<file path="config.mk">
export PLATFORM = sky130hd
export DESIGN_NAME = immgen_pipe_flat
export DESIGN_NICKNAME = d
export VERILOG_FILES = /design/src/rtl/immgen_pipe_if.sv /design/src/rtl/immgen_pipe.sv /design/src/flat_wrapper.sv
export SDC_FILE = /design/constraint.sdc
export NUM_CORES = 1
export LEC_CHECK = 0
export BUFFER_PORTS_ARGS = -buffer_cell sky130_fd_sc_hd__buf_4
export CAP_MARGIN = 20
export CORE_MARGIN = 2
export CORE_UTILIZATION = 59
export CTS_CLUSTER_DIAMETER = 40
export DETAILED_ROUTE_END_ITERATION = 8
export PLACE_DENSITY = 0.86
export SLEW_MARGIN = 20
export SYNTH_ARGS = -nofsm -noshare
export SYNTH_HDL_FRONTEND = slang
export SYNTH_SLANG_ARGS = --single-unit
</file>
<file path="constraint.sdc">
create_clock -name clk_i -period 2.6 [get_ports clk_i]
set_clock_uncertainty 0.05 [all_clocks]
set_input_delay 0.52 -clock clk_i [delete_from_list [all_inputs] [get_ports clk_i]]
set_output_delay 0.52 -clock clk_i [all_outputs]
set_load 0.01 [all_outputs]
</file>
<file path="src/rtl/immgen_pipe_if.sv">
// Handshake/data bundle between the instruction register and the immediate pipe.
// The slave modport is the pipe's view; master is the producer/consumer side.
interface immgen_pipe_if #(
    parameter int XLEN  = 32,
    parameter int TAG_W = 32
);
    logic [31:7]      instr_i;
    logic [2:0]       immsrc_i;
    logic [TAG_W-1:0] tag_i;
    logic             valid_i;
    logic             ready_o;
    logic             flush_i;
    logic [XLEN-1:0]  immext_o;
    logic [TAG_W-1:0] tag_o;
    logic             illegal_o;
    logic             valid_o;
    logic             ready_i;

    modport slave (
        input  instr_i, immsrc_i, tag_i, valid_i, flush_i, ready_i,
        output ready_o, immext_o, tag_o, illegal_o, valid_o
    );

    modport master (
        output instr_i, immsrc_i, tag_i, valid_i, flush_i, ready_i,
        input  ready_o, immext_o, tag_o, illegal_o, valid_o
    );
endinterface

</file>
<file path="src/rtl/immgen_pipe.sv">
// Pipelined immediate extender: one registered output stage plus one skid entry,
// so ready_o is a pure register and never follows ready_i combinationally.
module immgen_pipe #(
    parameter int XLEN  = 32,
    parameter int TAG_W = 32
) (
    input  logic         clk_i,
    input  logic         rst_n_i,
    immgen_pipe_if.slave bus
);

    localparam logic [2:0] SRC_I     = 3'b000;
    localparam logic [2:0] SRC_S     = 3'b001;
    localparam logic [2:0] SRC_B     = 3'b010;
    localparam logic [2:0] SRC_J     = 3'b011;
    localparam logic [2:0] SRC_U     = 3'b100;
    localparam logic [2:0] SRC_Z     = 3'b101;
    localparam logic [2:0] SRC_SHAMT = 3'b110;

    logic [31:0]      w_imm32;
    logic             w_sext;
    logic             w_ill;
    logic [XLEN-1:0]  w_imm;

    logic             r_out_valid;
    logic [XLEN-1:0]  r_out_imm;
    logic [TAG_W-1:0] r_out_tag;
    logic             r_out_ill;
    logic             r_skid_valid;
    logic [XLEN-1:0]  r_skid_imm;
    logic [TAG_W-1:0] r_skid_tag;
    logic             r_skid_ill;
    logic             r_ready;

    logic             w_out_valid_next;
    logic [XLEN-1:0]  w_out_imm_next;
    logic [TAG_W-1:0] w_out_tag_next;
    logic             w_out_ill_next;
    logic             w_skid_valid_next;
    logic [XLEN-1:0]  w_skid_imm_next;
    logic [TAG_W-1:0] w_skid_tag_next;
    logic             w_skid_ill_next;

    logic             w_in_xfer;
    logic             w_out_xfer;

    // Low word is formed at 32 bits; w_sext says whether bit 31 is a sign bit.
    always_comb begin
        w_imm32 = '0;
        w_sext  = 1'b1;
        w_ill   = 1'b0;
        unique case (bus.immsrc_i)
            SRC_I: w_imm32 = {{20{bus.instr_i[31]}}, bus.instr_i[31:20]};
            SRC_S: w_imm32 = {{20{bus.instr_i[31]}}, bus.instr_i[31:25], bus.instr_i[11:7]};
            SRC_B: w_imm32 = {{19{bus.instr_i[31]}}, bus.instr_i[31], bus.instr_i[7],
                              bus.instr_i[30:25], bus.instr_i[11:8], 1'b0};
            SRC_J: w_imm32 = {{11{bus.instr_i[31]}}, bus.instr_i[31], bus.instr_i[19:12],
                              bus.instr_i[20], bus.instr_i[30:21], 1'b0};
            SRC_U: w_imm32 = {bus.instr_i[31:12], 12'b0};
            SRC_Z: begin
                w_imm32 = {27'b0, bus.instr_i[19:15]};
                w_sext  = 1'b0;
            end
            SRC_SHAMT: begin
                if (XLEN == 64) begin
                    w_imm32 = {26'b0, bus.instr_i[25:20]};
                end else begin
                    w_imm32 = {27'b0, bus.instr_i[24:20]};
                end
                w_sext = 1'b0;
            end
            default: begin
                w_imm32 = '0;
                w_sext  = 1'b0;
                w_ill   = 1'b1;
            end
        endcase
    end

    assign w_imm[31:0] = w_imm32;

    genvar gi;
    generate
        for (gi = 32; gi < XLEN; gi++) begin : g_upper
            assign w_imm[gi] = w_sext & w_imm32[31];
        end
    endgenerate

    assign w_in_xfer  = bus.valid_i && r_ready;
    assign w_out_xfer = r_out_valid && bus.ready_i;

    always_comb begin
        w_out_valid_next  = r_out_valid;
        w_out_imm_next    = r_out_imm;
        w_out_tag_next    = r_out_tag;
        w_out_ill_next    = r_out_ill;
        w_skid_valid_next = r_skid_valid;
        w_skid_imm_next   = r_skid_imm;
        w_skid_tag_next   = r_skid_tag;
        w_skid_ill_next   = r_skid_ill;

        if (bus.flush_i) begin
            w_out_valid_next  = 1'b0;
            w_skid_valid_next = 1'b0;
        end else if (!r_out_valid || w_out_xfer) begin
            if (r_skid_valid) begin
                // Skid beat is older than anything arriving now, so it goes first.
                w_out_valid_next  = 1'b1;
                w_out_imm_next    = r_skid_imm;
                w_out_tag_next    = r_skid_tag;
                w_out_ill_next    = r_skid_ill;
                w_skid_valid_next = w_in_xfer;
                if (w_in_xfer) begin
                    w_skid_imm_next = w_imm;
                    w_skid_tag_next = bus.tag_i;
                    w_skid_ill_next = w_ill;
                end
            end else if (w_in_xfer) begin
                w_out_valid_next = 1'b1;
                w_out_imm_next   = w_imm;
                w_out_tag_next   = bus.tag_i;
                w_out_ill_next   = w_ill;
            end else begin
                w_out_valid_next = 1'b0;
            end
        end else if (w_in_xfer) begin
            w_skid_valid_next = 1'b1;
            w_skid_imm_next   = w_imm;
            w_skid_tag_next   = bus.tag_i;
            w_skid_ill_next   = w_ill;
        end
    end

    always_ff @(posedge clk_i or negedge rst_n_i) begin
        if (!rst_n_i) begin
            r_out_valid  <= 1'b0;
            r_out_imm    <= '0;
            r_out_tag    <= '0;
            r_out_ill    <= 1'b0;
            r_skid_valid <= 1'b0;
            r_skid_imm   <= '0;
            r_skid_tag   <= '0;
            r_skid_ill   <= 1'b0;
            r_ready      <= 1'b1;
        end else begin
            r_out_valid  <= w_out_valid_next;
            r_out_imm    <= w_out_imm_next;
            r_out_tag    <= w_out_tag_next;
            r_out_ill    <= w_out_ill_next;
            r_skid_valid <= w_skid_valid_next;
            r_skid_imm   <= w_skid_imm_next;
            r_skid_tag   <= w_skid_tag_next;
            r_skid_ill   <= w_skid_ill_next;
            r_ready      <= !w_skid_valid_next;
        end
    end

    assign bus.ready_o   = r_ready;
    assign bus.valid_o   = r_out_valid;
    assign bus.immext_o  = r_out_imm;
    assign bus.tag_o     = r_out_tag;
    assign bus.illegal_o = r_out_ill;

endmodule

</file>
<file path="src/flat_wrapper.sv">
// flat-port wrapper written by rule: the top's interface ports become plain ports
module immgen_pipe_flat 
#(
    parameter int XLEN  = 32,
    parameter int TAG_W = 32
)
  (clk_i, rst_n_i, bus_instr_i, bus_immsrc_i, bus_tag_i, bus_valid_i, bus_flush_i, bus_ready_i, bus_ready_o, bus_immext_o, bus_tag_o, bus_illegal_o, bus_valid_o);
  immgen_pipe_if #(.XLEN(XLEN), .TAG_W(TAG_W)) bus_i ();
  input  logic clk_i;
  input  logic rst_n_i;
  input wire logic [$bits(bus_i.instr_i)-1:0] bus_instr_i;
  input wire logic [$bits(bus_i.immsrc_i)-1:0] bus_immsrc_i;
  input wire logic [$bits(bus_i.tag_i)-1:0] bus_tag_i;
  input wire logic [$bits(bus_i.valid_i)-1:0] bus_valid_i;
  input wire logic [$bits(bus_i.flush_i)-1:0] bus_flush_i;
  input wire logic [$bits(bus_i.ready_i)-1:0] bus_ready_i;
  output wire logic [$bits(bus_i.ready_o)-1:0] bus_ready_o;
  output wire logic [$bits(bus_i.immext_o)-1:0] bus_immext_o;
  output wire logic [$bits(bus_i.tag_o)-1:0] bus_tag_o;
  output wire logic [$bits(bus_i.illegal_o)-1:0] bus_illegal_o;
  output wire logic [$bits(bus_i.valid_o)-1:0] bus_valid_o;
  assign bus_i.instr_i = bus_instr_i;
  assign bus_i.immsrc_i = bus_immsrc_i;
  assign bus_i.tag_i = bus_tag_i;
  assign bus_i.valid_i = bus_valid_i;
  assign bus_i.flush_i = bus_flush_i;
  assign bus_i.ready_i = bus_ready_i;
  assign bus_ready_o = bus_i.ready_o;
  assign bus_immext_o = bus_i.immext_o;
  assign bus_tag_o = bus_i.tag_o;
  assign bus_illegal_o = bus_i.illegal_o;
  assign bus_valid_o = bus_i.valid_o;
  immgen_pipe #(.XLEN(XLEN), .TAG_W(TAG_W)) u_core (.clk_i(clk_i), .rst_n_i(rst_n_i), .bus(bus_i));
endmodule
</file>
==> reports/metrics.cfg, run 1 <==
[placed_design]
dp_slack_ns=0.499
gp_routability_congestion=0.852
number_of_input_and_output_port_buffers_inserted=131
placed_area_um2=7140
dp.final_hpwl_um=10100

[pwr]
power_report.internal_total_mw=4.72
total_leakage_power_nw=3.70
peakVddDrop_mv=0.467
power.share.switching_pct=26.8
power.share.clock_pct=38.8
share_of_power_burned_in_combinational_logic_pct=18.2
power.density_cell_area_nw_per_um2=829
power_switching_mw=1.73
totalPowerFinal_mw=6.44
reg_power_share_pct=43.0

[route]
drt-pass1-iter-count=5
post-route-drc-count=0
route.detailed.vias_per_inst=5.68
detailroute.via_count=5205
initialDrtViolationCount=370
wl_um=15100
ant_nets=0
wl_per_cell_um=16.5

[synthesis]
yosys-top-cells-area=sky130_fd_sc_hd__dfrtp_1, sky130_fd_sc_hd__nand2_1, sky130_fd_sc_hd__mux2i_1
synth_sequential_area_ratio_pct=54.3
synth_largest_type_area_fraction_pct=53.9
syn-num-nets=718
synth_seq_cells=133
postSynthCellCount=653
synthDominantAreaCellType=sky130_fd_sc_hd__dfrtp_1
post_synth.cell_area_avg_um2=9.39
yosysUniqueCellTypes=33
mapped_cell_area_um2=6130
syn_warnings=0

[final_layout]
register_area_um2=3330
layout.cells.most_common=sky130_fd_sc_hd__nand2_1
multi_input_comb_area_um2=2530
most-common-layout-cells=sky130_fd_sc_hd__nand2_1, sky130_fd_sc_hd__buf_4, sky130_fd_sc_hd__dfrtp_1, sky130_fd_sc_hd__o21ai_0, sky130_fd_sc_hd__mux2i_1
design.final.nets=833
area.growth.synth_to_final_pct=26.8
final_layout_size_suffix_gt1_share_pct=25.5
fin_area_um2=7770
count_of_antenna_diodes_in_the_layout=0
nFillCells=688

[critical_path]
worstPathRequired_ns=2.93
cp.arrival_ns=2.38
crit_path_max_fanout=40
timing.setup.critical_path_class=flip-flop to flip-flop
end_kind=flip-flop
worst_setup_path_start_kind=flip-flop
reg2regPathDepth=5

[sta]
worst_pin_slew_ns=1.03
hold_slack_ns=0.148
fin_ws_ns=0.551
hold_viol=0
drv_slew=0
grt_setup_unrepaired=no
setup_tns_ns=0
timing.max_slew.rel_slack_pct=31.5
setup_viol=0
period_needed_ns=2.05
timing.final.crit_share_pct=78.8
maxClockFrequency_mhz=488

[min_path]
timing.hold.worst_path_depth=3
min_path_type=input port to flip-flop

[clock_network]
cell_chosen_for_the_clock_root=sky130_fd_sc_hd__clkbuf_8
maximum_level_of_the_cts_h_tree=4
clock_tree_from_tritoncts=built
clkSlewWorstSetupHoldPaths_ns=0.06
cts_made_buffers=17
cts.sink_count=133
clk_path_buf_depth=2
cts-resized-gates=0
clkLatencyLatePin_ns=0.52

[global_route]
grt_overflow=0
number_of_antenna_violations_at_the_first_check_in_global_routing=0
grt_first_pass_wirelength_um=25000
grt_start_max_net_pins=84
gr-usage-all-layers_pct=28.3
vias_in_the_first_global_route=5134

[die]
die_y_extent_um=106
core_um2=10200
fp-row-count=37
starting_utilization_of_the_core_area_pct=60.2
design.portCount=132
fp.dieArea_um2=11200
die-width_um=106

[outcome]
outcome=complete, no violations

[run]
max-cap-violations=0

-- sequential cells by signal, summed over array words and instances (netlist names) --
register	flops
u_core.bus.immext_o	32
u_core.bus.tag_o	32
u_core.r_skid_imm	32
u_core.r_skid_tag	32
u_core.bus.illegal_o	1
u_core.bus.ready_o	1
u_core.bus.valid_o	1
u_core.r_skid_ill	1
u_core.r_skid_valid	1
-- power by group through the flow --
stage	combinational, mW	sequential [mW]	clock [mW]
floorplan	0.531	2.82	0
global placement	1.11	2.75	0
detailed placement	1.17	2.79	0
CTS	1.19	2.76	2.52
global route	1.31	2.81	2.62
finish	1.18	2.77	2.50
-- cells in the mapped netlist, drive strengths merged --
library cell / number
nand3b: 8
nor2b: 5
a22oi: 4
nand2: 216
and4b: 1
nor3b: 1
clkbuf: 16
nor2: 11
inv: 1
o21ai: 84
nand2b: 11
or3: 1
mux2i: 38
nand3: 22
a211o: 1
buf: 32
dfstp: 1
nor3: 1
xor2: 1
mux2: 17
a21o: 1
dfrtp: 132
a21oi: 30
nor4b: 1
a31oi: 2
o211ai: 12
a211oi: 3
-- layer usage --
metal | up-vias | GRT usage, % | share of wire (%) | wire length (µm)
li1 | 2422 | - | - | -
met1 | 2501 | 36.2 | 40 | 6050
met4 | 0 | 10.9 | 2.6 | 394
met3 | 36 | 6.74 | 6.8 | 1030
met5 | - | 0 | 0 | 0
met2 | 246 | 46.9 | 50 | 7630
-- worst paths after layout --
check	startpoint	endpoint	slack, ns
hold reg to reg	u_core.r_skid_tag[13]	u_core.r_skid_tag[13]	0.43
min in group asynchronous	rst_n_i	u_core.r_skid_tag[22]	0.33
setup reg to reg	u_core.bus.ready_o	u_core.bus.tag_o[8]	0.55
setup / recovery	u_core.bus.ready_o	u_core.bus.tag_o[8]	0.55
hold / removal	bus_tag_i[2]	u_core.r_skid_tag[2]	0.15
max in group asynchronous	rst_n_i	u_core.r_skid_tag[18]	1.43
-- repair_timing --
action                    CTS  global route
buffers inserted            0             0
hold endpoints to repair   10             0
hold buffers                1             0
-- per-stage QoR --
step / std cells / utilization, %
after floorplan: 653 / -
after global placement: 884 / 70.1
after detailed placement: 884 / 70.1
after CTS: 917 / 76.3
after global routing: 917 / 76.3
final: 917 / 76.3
-- area by class of cell --
| class | instances | share of cell area (%) |
|---|---|---|
| Sequential cell | 133 | 42.9 |
| Multi-Input combinational cell | 471 | 32.6 |
| Timing Repair Buffer | 144 | 14.3 |
| Clock buffer | 23 | 6.13 |
| Tap cell | 136 | 2.19 |
| Clock inverter | 9 | 1.90 |
| Inverter | 1 | 0.0483 |
-- worst max-delay path, stage by stage (launching register included) --
cell,delay [ns]
sky130_fd_sc_hd__dfstp_2,0.54
sky130_fd_sc_hd__a21oi_1,0.10
sky130_fd_sc_hd__or3_2,0.65
sky130_fd_sc_hd__buf_4,0.34
sky130_fd_sc_hd__nand2_1,0.12
sky130_fd_sc_hd__o21ai_0,0.10
-- logic make-up after synthesis --
logic type / share of synthesized area, %
buffers and inverters: 4.55
multiplexers: 9.33
flip-flops: 54.3
XOR/XNOR: 0.449
AND/OR/NAND/NOR: 19.2
AO/OA/AOI/OAI: 12.2
(Power assumes the default switching activity.)
==> run 2, diff against run 1 <==
CORE_UTILIZATION = 55   (was 59)
PLACE_DENSITY = 0.8   (was 0.86)
clock period = 1.9 ns   (was 2.6 ns; I/O delays follow)
==> reports/metrics.cfg, run 2 (synthesis results as in run 1) <==
[outcome]
outcome=complete, no violations

[sta]
hold_slack_ns=0.0155  ; -0.133 ns
setup_tns_ns=0  ; unchanged
maxClockFrequency_mhz=575  ; +18%
drv_slew=0  ; unchanged
timing.max_slew.rel_slack_pct=43.7  ; +12 points
grt_setup_unrepaired=no
hold_viol=0  ; unchanged
timing.final.crit_share_pct=91.5  ; +13 points
setup_viol=0  ; unchanged
period_needed_ns=1.74  ; -0.310 ns
worst_pin_slew_ns=0.843  ; -0.185 ns

[critical_path]
worstPathRequired_ns=2.23  ; -0.70 ns
critPathLaunch=u_core.bus.ready_o
timing.setup.critical_path_class=flip-flop to flip-flop
crit_path_max_fanout=84  ; +110%
end_kind=flip-flop
worst_setup_path_start_kind=flip-flop
cp.arrival_ns=2.07  ; -0.31 ns
endpoint=u_core.bus.tag_o[12]
reg2reg_from=u_core.bus.ready_o
reg2regPathDepth=5  ; unchanged
worst-r2r-setup-slack_ns=0.16  ; -0.39 ns
r2r-end=u_core.bus.tag_o[12]

[final_layout]
most-common-layout-cells=sky130_fd_sc_hd__nand2_1, sky130_fd_sc_hd__buf_4, sky130_fd_sc_hd__dfrtp_1, sky130_fd_sc_hd__o21ai_0, sky130_fd_sc_hd__mux2i_1
count_of_antenna_diodes_in_the_layout=0  ; unchanged
layout.cells.most_common=sky130_fd_sc_hd__nand2_1
final_layout_size_suffix_gt1_share_pct=25.5  ; about the same
design.final.nets=845  ; +1.4%
area.growth.synth_to_final_pct=29.5

[clock_network]
clkLatencyLatePin_ns=0.52  ; about the same
clk_path_buf_depth=2  ; unchanged
cts.sink_count=133  ; unchanged
clock_tree_from_tritoncts=built
cts_made_buffers=17  ; unchanged
cell_chosen_for_the_clock_root=sky130_fd_sc_hd__clkbuf_8
clkSlewWorstSetupHoldPaths_ns=0.06  ; about the same
maximum_level_of_the_cts_h_tree=4  ; unchanged
postCtsSetupBuffers=0  ; unchanged

[min_path]
min_path_type=input port to flip-flop
hold_start=bus_tag_i[15]

[die]
core_um2=10800  ; +6.4%
die_y_extent_um=110  ; +3.4%
fp-row-count=38  ; +2.7%
starting_utilization_of_the_core_area_pct=56.6  ; -3.6 points
fp.dieArea_um2=12000  ; +7.0%
design.portCount=132  ; unchanged
die-width_um=110  ; +3.4%

[route]
post-route-drc-count=0  ; unchanged
initialDrtViolationCount=408  ; +10%
ant_nets=0  ; unchanged
detailroute.via_count=5194  ; -0.21%
wl_per_cell_um=16.4  ; -0.50%
drt-pass1-iter-count=5  ; unchanged
wl_um=15300  ; +1.1%
route.detailed.vias_per_inst=5.57  ; -1.8%

[pwr]
power.density_cell_area_nw_per_um2=1120  ; +35%
total_leakage_power_nw=3.77  ; +1.7%
peakVddDrop_mv=0.554  ; +19%

[global_route]
number_of_antenna_violations_at_the_first_check_in_global_routing=0  ; unchanged
gr-usage-all-layers_pct=26.4  ; -1.9 points
vias_in_the_first_global_route=4916  ; -4.2%
grt_overflow=0  ; unchanged
grt_first_pass_wirelength_um=24300  ; -2.5%
grt_start_max_net_pins=85  ; +1.2%

[run]
max-cap-violations=0  ; unchanged

[placed_design]
number_of_input_and_output_port_buffers_inserted=131  ; unchanged
dp.final_hpwl_um=10000  ; -0.58%
gp_routability_congestion=0.870  ; +2.1%

==> run 2: worst min-delay path by stage <==
stage,cells past startpoint,slack (ns),end
floorplan,0,0.03,u_core.bus.illegal_o
global placement,1,0.33,u_core.bus.tag_o[30]
detailed placement,1,0.34,u_core.bus.tag_o[30]
CTS,3,0.0006,u_core.r_skid_tag[10]
global route,3,0.004,u_core.r_skid_tag[31]
finish,3,0.02,u_core.r_skid_tag[15]
==> run 2: where the power goes <==
group,switching (mW),internal [mW],leakage [nW]
clock network,1.16,2.32,0.301
registers,0.348,3.43,1.69
logic,0.845,0.783,1.77
==> run 2: metrics by stage <==
stage                     total power, mW  std cells  setup slack (ns)  utilization [%]  instance area (µm²)
after global placement               5.32        893            0.0489             66.7                 7230
after CTS                            8.93        932             0.164             73.2                 7940
final                                8.88        932             0.162             73.2                 7940
after floorplan                      4.58        653             0.243                -                 6130
after detailed placement             5.42        893            0.0553             66.7                 7230
after global routing                 9.33        932            0.0846             73.2                 7940
==> run 2: repair_timing <==
| item | 4_1_cts | 5_1_grt |
|---|---|---|
| hold endpoints to repair | 39 | 0 |
| hold buffers | 8 | 0 |
| resized for setup | 0 | 0 |
==> run 2: final cells by class <==
cell class | count | area, µm²
Fill cell | 746 | 2900
Sequential cell | 133 | 3330
Tap cell | 140 | 175
Timing Repair Buffer | 156 | 1270
Multi-Input combinational cell | 471 | 2530
Clock inverter | 9 | 175
Clock buffer | 22 | 453
Inverter | 1 | 3.75
==> run 2: critical path: stages (launching register included) <==
cell                      delay [ns]
sky130_fd_sc_hd__dfstp_2        0.53
sky130_fd_sc_hd__a21oi_1        0.10
sky130_fd_sc_hd__or3_2          0.46
sky130_fd_sc_hd__buf_12         0.24
sky130_fd_sc_hd__nand2_1        0.11
sky130_fd_sc_hd__o21ai_0        0.09
==> run 2: routing by layer <==
metal  GRT usage (%)  wire length [µm]  up-vias
li1                -                 -     2450
met1            36.5              6720     2511
met2            40.7              7070      200
met3            7.05              1160       33
met4            8.77               327        0
met5               0                 0        -
